--- config.mk ---
export PLATFORM = sky130hd
export DESIGN_NAME = pipe_hazard_ctrl
export DESIGN_NICKNAME = d
export VERILOG_FILES = /design/src/rtl/pipe_hazard_ctrl.sv
export SDC_FILE = /design/constraint.sdc
export NUM_CORES = 1
export LEC_CHECK = 0
export CELL_PAD_IN_SITES_DETAIL_PLACEMENT = 1
export CELL_PAD_IN_SITES_GLOBAL_PLACEMENT = 2
export CORE_MARGIN = 1.5
export CORE_UTILIZATION = 28
export CTS_CLUSTER_DIAMETER = 30
export DETAILED_ROUTE_END_ITERATION = 6
export PLACE_DENSITY_LB_ADDON = 0.15
export SKIP_CTS_REPAIR_TIMING = 1
export SLEW_MARGIN = 20
export SYNTH_ARGS = -nofsm -noshare
export SYNTH_HDL_FRONTEND = slang
export SYNTH_SLANG_ARGS = --single-unit
--- constraint.sdc ---
create_clock -name clk -period 2.2 [get_ports clk]
set_input_delay 0.66 -clock clk [delete_from_list [all_inputs] [get_ports clk]]
set_output_delay 0.66 -clock clk [all_outputs]
set_load 0.005 [all_outputs]
--- src/rtl/pipe_hazard_ctrl.sv ---
// Pipeline hazard controller: drives the buffer enables/flushes and the PC enable,
// tracks RUN/MEM_WAIT/HALT with a data-memory timeout and performance counters.
module pipe_hazard_ctrl #(
    parameter int MEM_TIMEOUT = 256
) (
    input  logic        clk,
    input  logic        rst,
    input  logic        imem_ready,
    input  logic        reg_ren_D,
    input  logic [4:0]  Rs1_D,
    input  logic [4:0]  Rs2_D,
    input  logic        MemRead_E,
    input  logic [4:0]  Rd_E,
    input  logic        PCSrc_E,
    input  logic        mem_access_M,
    input  logic        dmem_ack,
    input  logic        ebreak_W,
    output logic        en_PC,
    output logic        valid_F,
    output logic        valid_D,
    output logic        valid_E,
    output logic        valid_M,
    output logic        flush_D,
    output logic        flush_E,
    output logic        halted,
    output logic        mem_err,
    output logic [31:0] cyc_cnt,
    output logic [31:0] stall_cnt
);

    localparam int WCW = (MEM_TIMEOUT > 2) ? $clog2(MEM_TIMEOUT) : 1;
    localparam logic [WCW-1:0] WAIT_LAST = WCW'(MEM_TIMEOUT - 1);

    typedef enum logic [1:0] {
        ST_RUN      = 2'd0,
        ST_MEM_WAIT = 2'd1,
        ST_HALT     = 2'd2
    } state_t;

    state_t           state_r, state_nxt_s;
    logic [WCW-1:0]   wait_cnt_r, wait_nxt_s;
    logic             mem_err_r, mem_err_nxt_s;
    logic [31:0]      cyc_cnt_r, stall_cnt_r;
    logic             freeze_s, load_use_s;
    logic [6:0]       ctl_s;

    assign freeze_s   = mem_access_M & ~dmem_ack;
    assign load_use_s = MemRead_E & reg_ren_D & (Rd_E != 5'd0) &
                        ((Rd_E == Rs1_D) | (Rd_E == Rs2_D));

    // Enable/flush decode: {en_PC, valid_F, valid_D, valid_E, valid_M, flush_D, flush_E}
    always_comb begin
        ctl_s = 7'b0000000;
        if (!rst || (state_r == ST_HALT)) begin
            ctl_s = 7'b0000000;
        end else if (freeze_s) begin
            ctl_s = 7'b0000000;
        end else if (PCSrc_E) begin
            ctl_s = 7'b1111111;
        end else if (load_use_s) begin
            ctl_s = 7'b0011101;
        end else if (!imem_ready) begin
            ctl_s = 7'b0111110;
        end else begin
            ctl_s = 7'b1111100;
        end
    end

    assign {en_PC, valid_F, valid_D, valid_E, valid_M, flush_D, flush_E} = ctl_s;

    // Next-state logic; a held ebreak in W is taken as soon as the freeze clears
    always_comb begin
        state_nxt_s   = state_r;
        wait_nxt_s    = wait_cnt_r;
        mem_err_nxt_s = mem_err_r;
        case (state_r)
            ST_RUN: begin
                if (freeze_s) begin
                    state_nxt_s = ST_MEM_WAIT;
                    wait_nxt_s  = WCW'(1);
                end else if (ebreak_W) begin
                    state_nxt_s = ST_HALT;
                end else begin
                    state_nxt_s = ST_RUN;
                end
            end
            ST_MEM_WAIT: begin
                if (freeze_s) begin
                    if (wait_cnt_r == WAIT_LAST) begin
                        state_nxt_s   = ST_HALT;
                        mem_err_nxt_s = 1'b1;
                    end else begin
                        wait_nxt_s = wait_cnt_r + WCW'(1);
                    end
                end else if (ebreak_W) begin
                    state_nxt_s = ST_HALT;
                end else begin
                    state_nxt_s = ST_RUN;
                end
            end
            ST_HALT: begin
                state_nxt_s = ST_HALT;
            end
            default: begin
                state_nxt_s = ST_RUN;
            end
        endcase
    end

    // State, timeout counter and sticky error flag
    always_ff @(posedge clk or negedge rst) begin
        if (!rst) begin
            state_r    <= ST_RUN;
            wait_cnt_r <= '0;
            mem_err_r  <= 1'b0;
        end else begin
            state_r    <= state_nxt_s;
            wait_cnt_r <= wait_nxt_s;
            mem_err_r  <= mem_err_nxt_s;
        end
    end

    // Performance counters, frozen in HALT
    always_ff @(posedge clk or negedge rst) begin
        if (!rst) begin
            cyc_cnt_r   <= 32'd0;
            stall_cnt_r <= 32'd0;
        end else if (state_r != ST_HALT) begin
            cyc_cnt_r <= cyc_cnt_r + 32'd1;
            if (!en_PC) begin
                stall_cnt_r <= stall_cnt_r + 32'd1;
            end else begin
                stall_cnt_r <= stall_cnt_r;
            end
        end else begin
            cyc_cnt_r   <= cyc_cnt_r;
            stall_cnt_r <= stall_cnt_r;
        end
    end

    assign halted    = (state_r == ST_HALT);
    assign mem_err   = mem_err_r;
    assign cyc_cnt   = cyc_cnt_r;
    assign stall_cnt = stall_cnt_r;

endmodule

==> results.toml, run 1 <==
[worst_setup_path]
cp-start-kind = "input port"
arrival_ps = 1970
crit_type = "input port to output port"
path_max_fanout = 3
cp.required_ps = 1540
critPathCaptureType = "output port"

[timing]
min_period_ps = 2630
hold_viol_final = 0
timing.fmax_mhz = 381
post-route-period-util_pct = 119
fin_skew_ps = 6.35
setup_viol = 6
worst_pin_slew_ps = 975
grt_setup_unrepaired = "true"
finalSetupTns_ps = -1620
fin_ws_ps = -425
holdWs_ps = 228
max-slew-margin-rel_pct = 35.0
slew_viol_final = 0

[floorplanning]
die_h_um = 118
ios = 97
die-area_mm2 = 0.0139
die_w_um = 118
start_util_pct = 29.0
core-area_mm2 = 0.0128
row_count = 41

[routing]
wl_per_cell_um = 16.3
via_per_inst = 4.72
final_antenna_net_count = 0
drc = 0
first_iter_violations = 90
vias = 3083
first_pass_iters = 4
postRouteWirelength_um = 10700

[clock_network]
insertion_delay_ps = 350
cts_buffer_depth = 2
clock-sinks = 75
htreeDepth = 3
cts_tree = "yes"
cts_root_buf = "clkbuf_16"
cts_buffers = 9
cts.clk_slew.worst_paths_ps = 50

[place]
placed_area_mm2 = 0.00516
globalplace.congestion = 0.783
portBuffers = 96
hpwlAfterDp_um = 7340

[finish]
final_cell_area_mm2 = 0.00601
multiInputGateArea_mm2 = 0.00213
layout.nets = 502
final_layout_size_suffix_gt1_share_pct = 26.9
area_delta_synth_final_pct = 62.1
finish.utilization_pct = 47.1
layout.area.seq_mm2 = 0.00188
nFillCells = 1342

[synthesis]
synth_top_cell_by_area = "dfrtp_1"
synth-seq-cells = 75
yosys.area.top_type_share_pct = 50.6
ys_types = 45
netlist_area_mm2 = 0.00371
syn-num-nets = 363
synth_top_flop_cell = "dfrtp_1"
syn_area_per_cell_um2 = 11.0
synthArstFlopShare_pct = 100
ys_seq_area_share_pct = 50.6
syn_inst = 336
synth-edff-count = 0
yosysWarnings = 0
yosys-top-cells-area = "dfrtp_1 51%, xnor2_1 15%, o2111ai_1 4.2%, xor2_1 3.5%, and4_1 2.8%"

[global_routing]
overflow = 0
grt_pass1_vias = 3268
grt_max_degree = 75
antenna_found_initial = 1
grt_use_total_pct = 15.4
grt_pass1_wl_um = 17000

[power_and_ir_drop]
vdd_ir_drop_max_mv = 0.573
p_per_area_mw_per_mm2 = 777
leakage_nw = 2.64

[status]
violations = "setup timing"
status = "finished with violations"

[worst_hold_path]
hold_path.class = "input port to async pin"

[run]
drv_cap = 0
area by class of cell:
class | instances | share of cell area [%]
clock inverter | 5 | 1.25
multi-input combinational | 241 | 35.5
inverter | 5 | 0.312
tap | 172 | 3.58
antenna | 1 | 0.0416
sequential | 75 | 31.2
timing repair buffer | 143 | 23.9
clock buffer | 11 | 4.20
per-stage QoR:
stage	instances	total power, mW	worst slack [ps]
final	653	4.67	-425
after global routing	653	4.94	-493
after CTS	644	4.59	-1140
after detailed placement	628	2.93	-1130
after global placement	628	2.90	-1080
after floorplan	336	2.18	-82.6
placed cells by master, fill, tap and decap left out, types with 3 or more instances in the layout:
cell,instances
buf_2,3
nor2_2,3
inv_1,4
clkdlybuf4s50_1,67
ha_1,3
dfrtp_1,75
xor2_1,15
o21ai_2,5
buf_12,3
nor3_1,4
o2111ai_4,13
xnor2_2,5
buf_4,37
xnor2_1,57
nand4_1,5
and2_1,6
and3_1,13
and4_2,3
o2111ai_2,5
clkinv_2,3
nand3_1,16
dlymetal6s2s_1,20
nand2_1,18
nor2_4,3
o211ai_1,4
clkbuf_16,11
o21ai_1,3
buf_6,8
and4_1,11
nor2_1,18
Yosys cell counts, types with 2 or more instances:
cell	number
and3_1	13
nor2_1	21
xor2_1	15
and4_2	2
a21oi_1	2
dfrtp_1	75
clkbuf_1	7
nand3_1	17
nor3_1	6
buf_2	5
xnor2_1	62
nand4_1	5
o21ai_1	8
nand2b_1	3
ha_1	3
nor2_4	2
and2_2	2
inv_1	5
nand2_1	18
o211ai_1	4
o2111ai_1	18
and2_1	7
buf_4	2
and4_1	12
o21ai_0	2
critical path, cell delays in order:
cell and delay (ps):
buf_6 90, or4_4 540, o211ai_4 220, buf_6 130
o31ai_4 70, a21oi_1 120, buf_2 130
state kept, by name, indices dropped and copies added (netlist names):
signal      count
mem_err         1
state_r         2
stall_cnt      32
cyc_cnt        32
wait_cnt_r      8
worst paths after layout:
kind	from	endpoint	slack, ps	depth (start not counted)
worst max-delay path	Rd_E[3]	flush_D	-430	7
worst min-delay path	rst	cyc_cnt[31]$_DFFE_PN0N_	230	2
worst max register to register	stall_cnt[8]$_DFFE_PN0P_	stall_cnt[23]$_DFFE_PN0P_	160	6
worst min register to register	mem_err$_DFFE_PN0P_	mem_err$_DFFE_PN0P_	460	1
max in group asynchronous	rst	cyc_cnt[5]$_DFFE_PN0N_	860	3
min in group clk	mem_err$_DFFE_PN0P_	mem_err$_DFFE_PN0P_	460	1
routing by layer:
metal	global-route usage (%)	wire, um
met5	0	0
met4	5.95	217
met3	4.75	441
met2	24.3	5280
met1	19.5	4720
where the power goes:
| part | total (mW) | switching (mW) | internal [mW] |
|---|---|---|---|
| logic | 1.35 | 0.649 | 0.702 |
| clock network | 1.62 | 0.571 | 1.05 |
| registers | 1.70 | 0.169 | 1.53 |
| total | 4.67 | 1.39 | 3.28 |
cells by family (layout without fill, tap and decap cells):
logic type,after synthesis,count (layout),share of synthesized area (%)
xor+xnor,77,77,18.2
flops,75,75,50.6
compound gates,40,40,7.99
mux,1,1,0.304
buf+inv,20,164,2.60
simple gates,120,120,19.3
fa+ha+maj,3,3,1.01
other cells,0,1,0
Power figures use the tool's default switching activity.
==> run 2: changes to the inputs <==
--- a/config.mk
+++ b/config.mk
@@ -7,7 +7,7 @@
 export LEC_CHECK = 0
 export CELL_PAD_IN_SITES_DETAIL_PLACEMENT = 1
 export CELL_PAD_IN_SITES_GLOBAL_PLACEMENT = 2
-export CORE_MARGIN = 1.5
+export CORE_MARGIN = 3
 export CORE_UTILIZATION = 28
 export CTS_CLUSTER_DIAMETER = 30
 export DETAILED_ROUTE_END_ITERATION = 6
@@ -17,3 +17,4 @@
 export SYNTH_ARGS = -nofsm -noshare
 export SYNTH_HDL_FRONTEND = slang
 export SYNTH_SLANG_ARGS = --single-unit
+export TNS_END_PERCENT = 5
==> run 2 against run 1 <==
Effect of this change: critical path type unchanged; clock-buffer cell count is 1 higher; total power fell by 6.0%; the run still ends with setup timing left; die area is 5.1% higher; sequential cell count stayed put; sequential share of layout area rose by 2.5 points; worst hold slack gained 200 ps; maximum frequency is 0.82% higher; clock power decreased by 5%; routed wire length shrank 6.8%.
==> results.toml, run 2 (synthesis results as in run 1) <==
[status]
status = "finished with violations"
violations = "setup timing"

[global_routing]
grt_pass1_vias = 3132
met3_usage_pct = 4.85
overflow = 0
antenna_found_initial = 0
top_usage_layer = "met2"
grt_pass1_wl_um = 16400
grt_use_met1_pct = 18.4
gr-usage-met2_pct = 22.6
grt_use_total_pct = 14.3
grt_max_degree = 41

[run]
drv_cap = 0

[worst_setup_path]
endpoint = "flush_D"
crit_start = "Rd_E[3]"
crit_type = "input port to output port"
rrSetupSlack_ps = 180
cp.required_ps = 1540
cp-start-kind = "input port"
r2r-end = "stall_cnt[29]$_DFFE_PN0P_"
ff2ff_path_depth = 6
critPathCaptureType = "output port"
r2r-start = "stall_cnt[8]$_DFFE_PN0P_"
path_max_fanout = 3
arrival_ps = 1940

[timing]
setup_viol = 5
worst_pin_slew_ps = 537
finalSetupTns_ps = -1500
slew_viol_final = 0
holdWs_ps = 425
fin_ws_ps = -404
fin_skew_ps = 5.20
min_period_ps = 2600
max-slew-margin-rel_pct = 64.2
grt_setup_unrepaired = "true"
timing.fmax_mhz = 384
hold_viol_final = 0
post-route-period-util_pct = 118

[clock_network]
cts_root_buf = "clkbuf_16"
cts_tree = "yes"
cts_buffer_depth = 2
insertion_delay_ps = 340
htreeDepth = 3
cts.clk_slew.worst_paths_ps = 60
clock-sinks = 75
cts_buffers = 9

[finish]
final_common_cell = "dfrtp_1"
final_layout_size_suffix_gt1_share_pct = 19.8
area_delta_synth_final_pct = 50.1
layout.nets = 496
final_cell_area_mm2 = 0.00557
diodes = 0
layout.area.seq_mm2 = 0.00188
final_cell_mix = "75 x dfrtp_1, 70 x clkdlybuf4s50_1, 62 x xnor2_1"
nFillCells = 1403
multiInputGateArea_mm2 = 0.00182

[floorplanning]
core-area_mm2 = 0.0128
die-area_mm2 = 0.0147
die_w_um = 121
ios = 97
die_h_um = 121
start_util_pct = 29.0
row_count = 41

[power_and_ir_drop]
vdd_ir_drop_max_mv = 0.547
power_frac_seq_pct = 38.7
power_frac_comb_pct = 26.3
leakage_nw = 2.51
p_switching_mw = 1.26
total_power_mw = 4.39
p_per_area_mw_per_mm2 = 789
p_int_mw = 3.13
pwr-share-clk_pct = 35.0
switching_share_pct = 28.8

[routing]
first_iter_violations = 114
final_antenna_net_count = 0
vias = 3044
postRouteWirelength_um = 9940
first_pass_iters = 4
via_per_inst = 4.71
drc = 0
wl_per_cell_um = 15.4

[place]
portBuffers = 96
placed_area_mm2 = 0.00513
hpwlAfterDp_um = 7290
globalplace.congestion = 0.746

[worst_hold_path]
hold_path.class = "input port to async pin"
## run 2: worst min-delay path by stage
stage | to | cells after the start
floorplan | cyc_cnt[0]$_DFFE_PN0N_ | 0
global placement | mem_err$_DFFE_PN0P_ | 1
detailed placement | mem_err$_DFFE_PN0P_ | 1
CTS | cyc_cnt[22]$_DFFE_PN0N_ | 2
global route | cyc_cnt[22]$_DFFE_PN0N_ | 2
finish | cyc_cnt[22]$_DFFE_PN0N_ | 2
## run 2: worst max-delay path: stages
cell and delay (ps):
buf_6 90, or4_4 540, o211ai_4 220, buf_6 130, o31ai_4 60, a21oi_1 110, buf_2 130
## run 2: final cells by class
cell class              instances  share of cell area, %
well taps                     172                   3.87
clock inverters                 4                  0.854
multi-input cells             241                   32.7
flip-flops and latches         75                   33.7
clock buffers                  12                   4.79
inverters                       5                  0.337
repair buffers                137                   23.7
## run 2: per-layer routing
metal | up-vias | share of wire [%]
li1 | 1450 | -
met1 | 1523 | 47
met2 | 61 | 48
met3 | 10 | 4.5
met4 | 0 | 1.4
met5 | - | 0
## run 2: per-stage QoR
stage / setup WS [ps] / instances / utilization (%)
2_1_floorplan: -108 / 336 / -
3_3_place_gp: -1100 / 628 / 40.2
3_5_place_dp: -1140 / 628 / 40.2
4_1_cts: -1140 / 644 / 42.7
5_1_grt: -455 / 646 / 43.6
6_report: -404 / 646 / 43.6
## run 2: power by group through the flow
stage / Clock, mW / Combinational (mW) / Sequential (mW)
3_3_place_gp: 0 / 1.14 / 1.72
4_1_cts: 1.60 / 1.16 / 1.70
6_report: 1.54 / 1.15 / 1.70
5_1_grt: 1.67 / 1.28 / 1.73
2_1_floorplan: 0 / 0.475 / 1.70
3_5_place_dp: 0 / 1.15 / 1.72
